$ cat src/rtl/tone_sequencer_pkg.sv
// ============================================================
// Module  : tone_seq_pkg
// Purpose : shared state encoding and note-table entry type
// Revision: 1.0
// ============================================================
`default_nettype none

package tone_seq_pkg;

    localparam int C_PHASE_W = 16;
    localparam int C_DUR_W   = 16;

    typedef enum logic [1:0] {
        IDLE = 2'd0,
        PLAY = 2'd1,
        DONE = 2'd2
    } state_t;

    typedef struct packed {
        logic [C_PHASE_W-1:0] inc;
        logic [C_DUR_W-1:0]   dur;
    } note_t;

endpackage

`default_nettype wire

$ cat src/rtl/tone_sequencer_if.sv
// ============================================================
// Module  : tone_sequencer_if
// Purpose : control, table-write and ROM-side signals of the sequencer
// Revision: 1.0
// ============================================================
`default_nettype none

interface tone_sequencer_if #(
    parameter int PHASE_W = 16,
    parameter int ADDR_W  = 7,
    parameter int ENTRIES = 8,
    parameter int DUR_W   = 16
);
    localparam int IDX_W = $clog2(ENTRIES);

    logic               start;
    logic               stop;
    logic               loop;
    logic [IDX_W:0]     cfg_len;
    logic               cfg_we;
    logic [IDX_W-1:0]   cfg_addr;
    logic [PHASE_W-1:0] cfg_inc;
    logic [DUR_W-1:0]   cfg_dur;
    logic [ADDR_W-1:0]  rom_addr;
    logic               neg;
    logic               sample_valid;
    logic [IDX_W-1:0]   note_idx;
    logic               busy;
    logic               done;

    modport master (
        output start, stop, loop, cfg_len, cfg_we, cfg_addr, cfg_inc, cfg_dur,
        input  rom_addr, neg, sample_valid, note_idx, busy, done
    );

    modport slave (
        input  start, stop, loop, cfg_len, cfg_we, cfg_addr, cfg_inc, cfg_dur,
        output rom_addr, neg, sample_valid, note_idx, busy, done
    );

endinterface

`default_nettype wire

$ cat src/rtl/tone_sequencer_quadrant_fold.sv
// ============================================================
// Module  : quadrant_fold
// Purpose : phase -> mirrored quarter-ROM address, sign and valid
// Revision: 1.0
// ============================================================
`default_nettype none

module quadrant_fold #(
    parameter int ADDR_W = 7
) (
    input  wire logic              clk,
    input  wire logic              rst,
    input  wire logic              tick,
    input  wire logic              clear,
    input  wire logic [ADDR_W+1:0] phase_top,
    output logic      [ADDR_W-1:0] rom_addr,
    output logic                   neg,
    output logic                   sample_valid
);

    logic [1:0]        w_quad;
    logic [ADDR_W-1:0] w_b;
    logic [ADDR_W-1:0] r_rom_addr;
    logic              r_neg_pipe;
    logic              r_valid_pipe;
    logic              r_neg;
    logic              r_valid;

    assign w_quad = phase_top[ADDR_W+1 -: 2];
    assign w_b    = phase_top[ADDR_W-1:0];

    // sign/valid take one extra stage so they line up with the ROM's registered data
    always_ff @(posedge clk) begin
        if (rst) begin
            r_rom_addr   <= '0;
            r_neg_pipe   <= 1'b0;
            r_valid_pipe <= 1'b0;
            r_neg        <= 1'b0;
            r_valid      <= 1'b0;
        end else begin
            if (tick) begin
                r_rom_addr   <= w_quad[0] ? ~w_b : w_b;
                r_neg_pipe   <= w_quad[1];
                r_valid_pipe <= 1'b1;
            end else begin
                r_valid_pipe <= 1'b0;
                if (clear) begin
                    r_rom_addr <= '0;
                    r_neg_pipe <= 1'b0;
                end
            end
            r_neg   <= r_neg_pipe;
            r_valid <= r_valid_pipe;
        end
    end

    assign rom_addr     = r_rom_addr;
    assign neg          = r_neg;
    assign sample_valid = r_valid;

endmodule

`default_nettype wire

$ cat src/rtl/tone_sequencer.sv
// ============================================================
// Module  : tone_sequencer
// Purpose : note-table player driving the quarter-wave sine ROM
// Revision: 1.0
// ============================================================
`default_nettype none

module tone_sequencer
    import tone_seq_pkg::*;
#(
    parameter int PHASE_W    = C_PHASE_W,
    parameter int ADDR_W     = 7,
    parameter int ENTRIES    = 8,
    parameter int DUR_W      = C_DUR_W,
    parameter int SAMPLE_DIV = 1
) (
    input wire logic        clk,
    input wire logic        rst,
    tone_sequencer_if.slave bus
);

    localparam int IDX_W = $clog2(ENTRIES);
    localparam int DIV_W = (SAMPLE_DIV > 1) ? $clog2(SAMPLE_DIV) : 1;
    localparam logic [DIV_W-1:0] c_div_last = DIV_W'(SAMPLE_DIV - 1);
    localparam logic [IDX_W:0]   c_len_one  = (IDX_W+1)'(1);

    state_t             r_state;
    state_t             w_next;
    note_t              r_table [ENTRIES];
    note_t              w_entry;
    logic [PHASE_W-1:0] r_phase;
    logic [PHASE_W-1:0] r_inc;
    logic [DUR_W-1:0]   r_dur;
    logic [DUR_W-1:0]   r_dur_cnt;
    logic [IDX_W-1:0]   r_note_idx;
    logic [IDX_W-1:0]   w_load_idx;
    logic [IDX_W:0]     r_len;
    logic               r_loop;
    logic [DIV_W-1:0]   r_div;
    logic               r_done;
    logic               w_tick;
    logic               w_dur_last;
    logic               w_note_end;
    logic               w_more;
    logic               w_load;
    logic               w_begin;
    logic               w_abort;

    // no reset on the table: contents survive rst by design
    always_ff @(posedge clk) begin
        if (bus.cfg_we) begin
            r_table[bus.cfg_addr] <= '{inc: C_PHASE_W'(bus.cfg_inc), dur: C_DUR_W'(bus.cfg_dur)};
        end
    end

    assign w_entry    = r_table[w_load_idx];
    assign w_tick     = (r_state == PLAY) && !bus.stop && (r_div == c_div_last);
    assign w_dur_last = (r_dur == '0) ? (r_dur_cnt == '0) : (r_dur_cnt == r_dur - DUR_W'(1));
    assign w_note_end = w_tick && w_dur_last;
    assign w_more     = ({1'b0, r_note_idx} < (r_len - c_len_one));

    always_ff @(posedge clk) begin
        if (rst) begin
            r_state <= IDLE;
        end else begin
            r_state <= w_next;
        end
    end

    always_comb begin
        w_next     = r_state;
        w_load     = 1'b0;
        w_load_idx = '0;
        w_begin    = 1'b0;
        w_abort    = 1'b0;
        case (r_state)
            IDLE: begin
                if (bus.start && !bus.stop && (bus.cfg_len != '0)) begin
                    w_next  = PLAY;
                    w_load  = 1'b1;
                    w_begin = 1'b1;
                end
            end
            PLAY: begin
                if (bus.stop) begin
                    w_next  = IDLE;
                    w_abort = 1'b1;
                end else if (w_note_end) begin
                    if (w_more) begin
                        w_load     = 1'b1;
                        w_load_idx = r_note_idx + IDX_W'(1);
                    end else if (r_loop) begin
                        w_load = 1'b1;
                    end else begin
                        w_next = DONE;
                    end
                end
            end
            DONE: begin
                w_next = IDLE;
            end
            default: begin
                w_next = IDLE;
            end
        endcase
    end

    // phase is only cleared at playback start so note changes stay continuous
    always_ff @(posedge clk) begin
        if (rst) begin
            r_phase    <= '0;
            r_inc      <= '0;
            r_dur      <= '0;
            r_dur_cnt  <= '0;
            r_note_idx <= '0;
            r_len      <= '0;
            r_loop     <= 1'b0;
            r_div      <= '0;
            r_done     <= 1'b0;
        end else begin
            r_done <= (r_state == DONE);
            if (w_begin) begin
                r_phase <= '0;
                r_div   <= '0;
                r_len   <= bus.cfg_len;
                r_loop  <= bus.loop;
            end else if (r_state == PLAY) begin
                r_div <= (r_div == c_div_last) ? '0 : r_div + DIV_W'(1);
                if (w_tick) begin
                    r_phase <= r_phase + r_inc;
                end
            end
            if (w_load) begin
                r_inc      <= PHASE_W'(w_entry.inc);
                r_dur      <= DUR_W'(w_entry.dur);
                r_dur_cnt  <= '0;
                r_note_idx <= w_load_idx;
            end else if (w_tick) begin
                r_dur_cnt <= r_dur_cnt + DUR_W'(1);
            end
        end
    end

    quadrant_fold #(
        .ADDR_W (ADDR_W)
    ) u_fold (
        .clk          (clk),
        .rst          (rst),
        .tick         (w_tick),
        .clear        (w_abort),
        .phase_top    (r_phase[PHASE_W-1 -: ADDR_W+2]),
        .rom_addr     (bus.rom_addr),
        .neg          (bus.neg),
        .sample_valid (bus.sample_valid)
    );

    assign bus.note_idx = r_note_idx;
    assign bus.busy     = (r_state == PLAY);
    assign bus.done     = r_done;

endmodule

`default_nettype wire

$ cat src/flat_wrapper.sv
// flat-port wrapper written by rule: the top's interface ports become plain ports
module tone_sequencer_flat import tone_seq_pkg::*;
#(
    parameter int PHASE_W    = C_PHASE_W,
    parameter int ADDR_W     = 7,
    parameter int ENTRIES    = 8,
    parameter int DUR_W      = C_DUR_W,
    parameter int SAMPLE_DIV = 1
)
  (clk, rst, bus_start, bus_stop, bus_loop, bus_cfg_len, bus_cfg_we, bus_cfg_addr, bus_cfg_inc, bus_cfg_dur, bus_rom_addr, bus_neg, bus_sample_valid, bus_note_idx, bus_busy, bus_done);
  tone_sequencer_if #(.PHASE_W(PHASE_W), .ADDR_W(ADDR_W), .ENTRIES(ENTRIES), .DUR_W(DUR_W)) bus_i ();
  input wire logic clk;
  input wire logic rst;
  input wire logic [$bits(bus_i.start)-1:0] bus_start;
  input wire logic [$bits(bus_i.stop)-1:0] bus_stop;
  input wire logic [$bits(bus_i.loop)-1:0] bus_loop;
  input wire logic [$bits(bus_i.cfg_len)-1:0] bus_cfg_len;
  input wire logic [$bits(bus_i.cfg_we)-1:0] bus_cfg_we;
  input wire logic [$bits(bus_i.cfg_addr)-1:0] bus_cfg_addr;
  input wire logic [$bits(bus_i.cfg_inc)-1:0] bus_cfg_inc;
  input wire logic [$bits(bus_i.cfg_dur)-1:0] bus_cfg_dur;
  output wire logic [$bits(bus_i.rom_addr)-1:0] bus_rom_addr;
  output wire logic [$bits(bus_i.neg)-1:0] bus_neg;
  output wire logic [$bits(bus_i.sample_valid)-1:0] bus_sample_valid;
  output wire logic [$bits(bus_i.note_idx)-1:0] bus_note_idx;
  output wire logic [$bits(bus_i.busy)-1:0] bus_busy;
  output wire logic [$bits(bus_i.done)-1:0] bus_done;
  assign bus_i.start = bus_start;
  assign bus_i.stop = bus_stop;
  assign bus_i.loop = bus_loop;
  assign bus_i.cfg_len = bus_cfg_len;
  assign bus_i.cfg_we = bus_cfg_we;
  assign bus_i.cfg_addr = bus_cfg_addr;
  assign bus_i.cfg_inc = bus_cfg_inc;
  assign bus_i.cfg_dur = bus_cfg_dur;
  assign bus_rom_addr = bus_i.rom_addr;
  assign bus_neg = bus_i.neg;
  assign bus_sample_valid = bus_i.sample_valid;
  assign bus_note_idx = bus_i.note_idx;
  assign bus_busy = bus_i.busy;
  assign bus_done = bus_i.done;
  tone_sequencer #(.PHASE_W(PHASE_W), .ADDR_W(ADDR_W), .ENTRIES(ENTRIES), .DUR_W(DUR_W), .SAMPLE_DIV(SAMPLE_DIV)) u_core (.clk(clk), .rst(rst), .bus(bus_i));
endmodule
$ cat config.mk
export PLATFORM = sky130hd
export DESIGN_NAME = tone_sequencer_flat
export DESIGN_NICKNAME = d
export VERILOG_FILES = /design/src/rtl/tone_sequencer_pkg.sv /design/src/rtl/tone_sequencer_if.sv /design/src/rtl/tone_sequencer_quadrant_fold.sv /design/src/rtl/tone_sequencer.sv /design/src/flat_wrapper.sv
export SDC_FILE = /design/constraint.sdc
export NUM_CORES = 1
export LEC_CHECK = 0
export CORE_MARGIN = 2
export CORE_UTILIZATION = 53
export DETAILED_ROUTE_END_ITERATION = 6
export HOLD_SLACK_MARGIN = 0.08
export MAX_ROUTING_LAYER = met4
export PLACE_DENSITY = 0.69
export RECOVER_POWER = 25
export SLEW_MARGIN = 15
export SYNTH_ARGS = -nofsm -noshare
export SYNTH_HDL_FRONTEND = slang
export SYNTH_HIERARCHICAL = 1
export SYNTH_SLANG_ARGS = --single-unit
$ cat constraint.sdc
create_clock -name clk -period 8.7 [get_ports clk]
set_input_delay 2.61 -clock clk [delete_from_list [all_inputs] [get_ports clk]]
set_output_delay 2.61 -clock clk [all_outputs]
set_load 0.02 [all_outputs]
==> impl_metrics.yaml <==
logic_synthesis:
  synth-simple-area-share: 0.120
  synthDistinctLibCells: 78
  synth_top_family_by_area: "simple AND/OR/NAND/NOR gates"
  synthAdderAreaFrac: 0.0214
  synth-seq-cells: 342
  ys_seq_area_frac: 0.655
  ys_warn_count: 6
  synth_edf_count: 256
  syn_inst: 1098
  synthMuxAreaShare: 0.0416
  syn_area_per_cell_sq_um: 13.1
  netlist_area_sq_um: 14400
  synth_compound_area_frac: 0.104
  async_reset_ff_frac: 0
  synth_xor_xnor_area_share: 0.0335
  ys_dominant_reg_cell: "edfxtp_1"
  syn_nets: 1167
finish:
  register_area_sq_um: 9410
  syn_to_final_growth_pct: 15.5
  fill_cells: 1989
  drive_gt1_frac: 0.0947
  nets: 1224
  stdcell_area_sq_um: 16600
  multi_input_area_sq_um: 4690
worst_setup_path:
  required_ns: 9.07
  path_buf_inv: 5
  cp_max_fo: 44
  start_kind: "input pin"
  crit_path_top_delay_cell: "inv_2"
  path_common_cell: "buf_4"
  critPathCaptureType: "flip-flop"
  path_class: "input pin to flip-flop"
  cp_data_arrival_time_ns: 6.39
  cpLargestDelayFamily: "buffers and inverters"
  cp_cell_sequence: "clkdlybuf4s50_1, nand2b_1, buf_4, inv_2, nand2_1, nor2_1, buf_4, nand2_1, buf_4, or2_2, o211ai_1, a31oi_1"
  cp_slowest_stage_delay_ns: 0.60
cts:
  root_buffer: "clkbuf_16"
  clock-sinks: 342
  ctsLongestPathBuffers: 3
  cts_max_level: 2
  numCtsBuffers: 36
  ctsResizeCount: 0
  postCtsSetupBuffers: 0
  clkTransAtPathRegs_ns: 0.06
  tritoncts: "done"
  cts_hold_buffers: 0
  worstSkewPairLatency_ns: 0.53
detailed_routing:
  first_pass_iters: 5
  wl_per_cell_microns: 20.9
  drt-initial-drc-count: 825
  ant_nets: 0
  vias: 9176
  drcViolationCount: 0
  drt_wl_total_microns: 31800
  viasPerCell: 6.01
die:
  core_area_sq_um: 26800
  start_util: 0.536
  die-area_sq_um: 28400
  die_h_microns: 169
  boundaryPins: 59
  die_x_microns: 169
  core.rowCount: 60
timing:
  setup_ws_ns: 2.68
  worst_slew_pin_slew_ns: 1.21
  fin_crit_sh: 0.692
  rsz0062_at_grt: "no"
  max_slew_margin: 0.189
  finClkSkew_ns: 0.0120
  layout_min_cycle_time_ns: 6.02
  final_max_slew_viol_count: 0
  max_freq_ghz: 0.166
  finalSetupViolCount: 0
  hold_violations: 0
  finalSetupTns_ns: 0
global_route:
  overflow: 0
  grt_pass1_vias: 8729
  gr-usage-all-layers: 0.231
  grt_pass1_wl_microns: 49100
  grt_max_degree: 47
  grt_antenna_before_repair: 2
flow_run:
  maxCapViolCount: 0
place:
  io_buffers: 58
  place_congestion: 0.861
  hpwl_microns: 19700
  placed_area_sq_um: 15300
  dp_slack_ns: 2.25
power:
  p_leak_nw: 5.76
  powerDensity_nw_per_um2: 219
  vdd_drop_max_mv: 0.157
status:
  status: "finished, final reports clean"
worst_hold_path:
  hold_path_class: "flip-flop to flip-flop"
==> cell families (layout without fill, tap and decap cells) <==
kind of cell,count (synthesis),in the layout
AND/OR/NAND/NOR,342,342
XOR/XNOR,55,55
AO/OA/AOI/OAI,199,199
other,0,2
adder cells (fa/ha/maj),24,24
flip-flops,342,342
buffers and inverters,78,163
multiplexers,58,58
==> metrics by stage <==
stage	instances	util	hold slack [ns]	power, W
after global routing	1526	0.619	0.467	0.00374
after global placement	1457	0.571	0.428	0.00207
after CTS	1523	0.618	0.441	0.00365
final	1526	0.619	0.440	0.00362
after floorplan	1098	-	0.413	0.00199
after detailed placement	1457	0.571	0.428	0.00208
==> synthesized netlist by cell type, types with 20 or more instances <==
| cell type | count | area, sq um |
|---|---|---|
| a21oi_1 | 36 | 180 |
| clkbuf_1 | 36 | 135 |
| dfxtp_1 | 86 | 1720 |
| edfxtp_1 | 256 | 7690 |
| ha_1 | 23 | 288 |
| mux2i_1 | 45 | 450 |
| nand2_1 | 106 | 398 |
| nand3_1 | 56 | 280 |
| nor2_1 | 64 | 240 |
| nor3_1 | 20 | 100 |
| xnor2_1 | 35 | 307 |
| xor2_1 | 20 | 175 |
==> where the power goes <==
group	switching, W	internal, W
registers	0.0000265	0.00180
logic	0.000132	0.0000835
clock network	0.000623	0.000956
total	0.000781	0.00284
==> layout by cell type (no fill, tap or decap), types with 18 or more instances in the layout <==
cell type,count
xnor2_1,35
nor3_1,18
ha_1,23
a221oi_1,18
nor2_1,58
clkdlybuf4s50_1,36
edfxtp_1,256
clkbuf_16,37
o21ai_0,18
dfxtp_1,86
a21oi_1,36
nand2_1,106
mux2i_1,45
inv_1,18
buf_4,19
nand3_1,56
xor2_1,20
dlygate4sd3_1,21
==> per-layer routing <==
layer	global-route usage	vias up	wire, microns	part of all wire
li1	-	4303	-	-
met1	0.317	4501	14600	0.46
met2	0.357	315	14500	0.46
met3	0.0421	57	2010	0.063
met4	0.0690	0	669	0.021
met5	-	-	0	0
==> path summary, 6_finish.rpt <==
check,startpoint,endpoint,slack (ns),depth (start not counted)
worst max register to register,u_core/r_dur[0],u_core/r_inc[13],3.75,12
worst min-delay path,u_core/u_fold/r_valid_pipe,u_core/u_fold/sample_valid,0.44,1
worst max-delay path,bus_stop,u_core/r_inc[0],2.68,12
worst min register to register,u_core/u_fold/r_valid_pipe,u_core/u_fold/sample_valid,0.44,1
==> layout make-up <==
class,instances,share of cell area
flip-flops and latches,342,0.567
multi-input cells,678,0.283
clock buffers,52,0.0622
repair buffers,78,0.0450
well taps,341,0.0257
clock inverters,14,0.0125
inverters,19,0.00430
diodes,2,0.000302
==> flip-flops by register name, indices dropped and copies added, names as in the netlist <==
signal                      cells
u_core/r_state                  2
u_core/u_fold/r_neg_pipe        1
u_core/r_dur_cnt               16
u_core/r_loop                   1
u_core/u_fold/neg               1
u_core/r_phase                 16
u_core/r_table                256
u_core/r_dur                   16
u_core/u_fold/r_valid_pipe      1
u_core/bus.note_idx             3
u_core/u_fold/sample_valid      1
u_core/r_inc                   16
u_core/r_len                    4
u_core/bus.done                 1
u_core/u_fold/rom_addr          7
==> worst reg2reg max path, stage by stage (launching register included) <==
cell	delay, ns
dfxtp_1	0.38
inv_1	0.11
ha_1	0.19
nor3b_1	0.62
and4_1	0.32
nand2_1	0.07
a2111oi_0	0.49
nor4b_4	0.51
a31oi_4	0.33
a21oi_1	0.83
nand2b_1	0.57
a211o_1	0.40
nand2_1	0.07
Note: power is estimated with default switching activity, not from simulation.
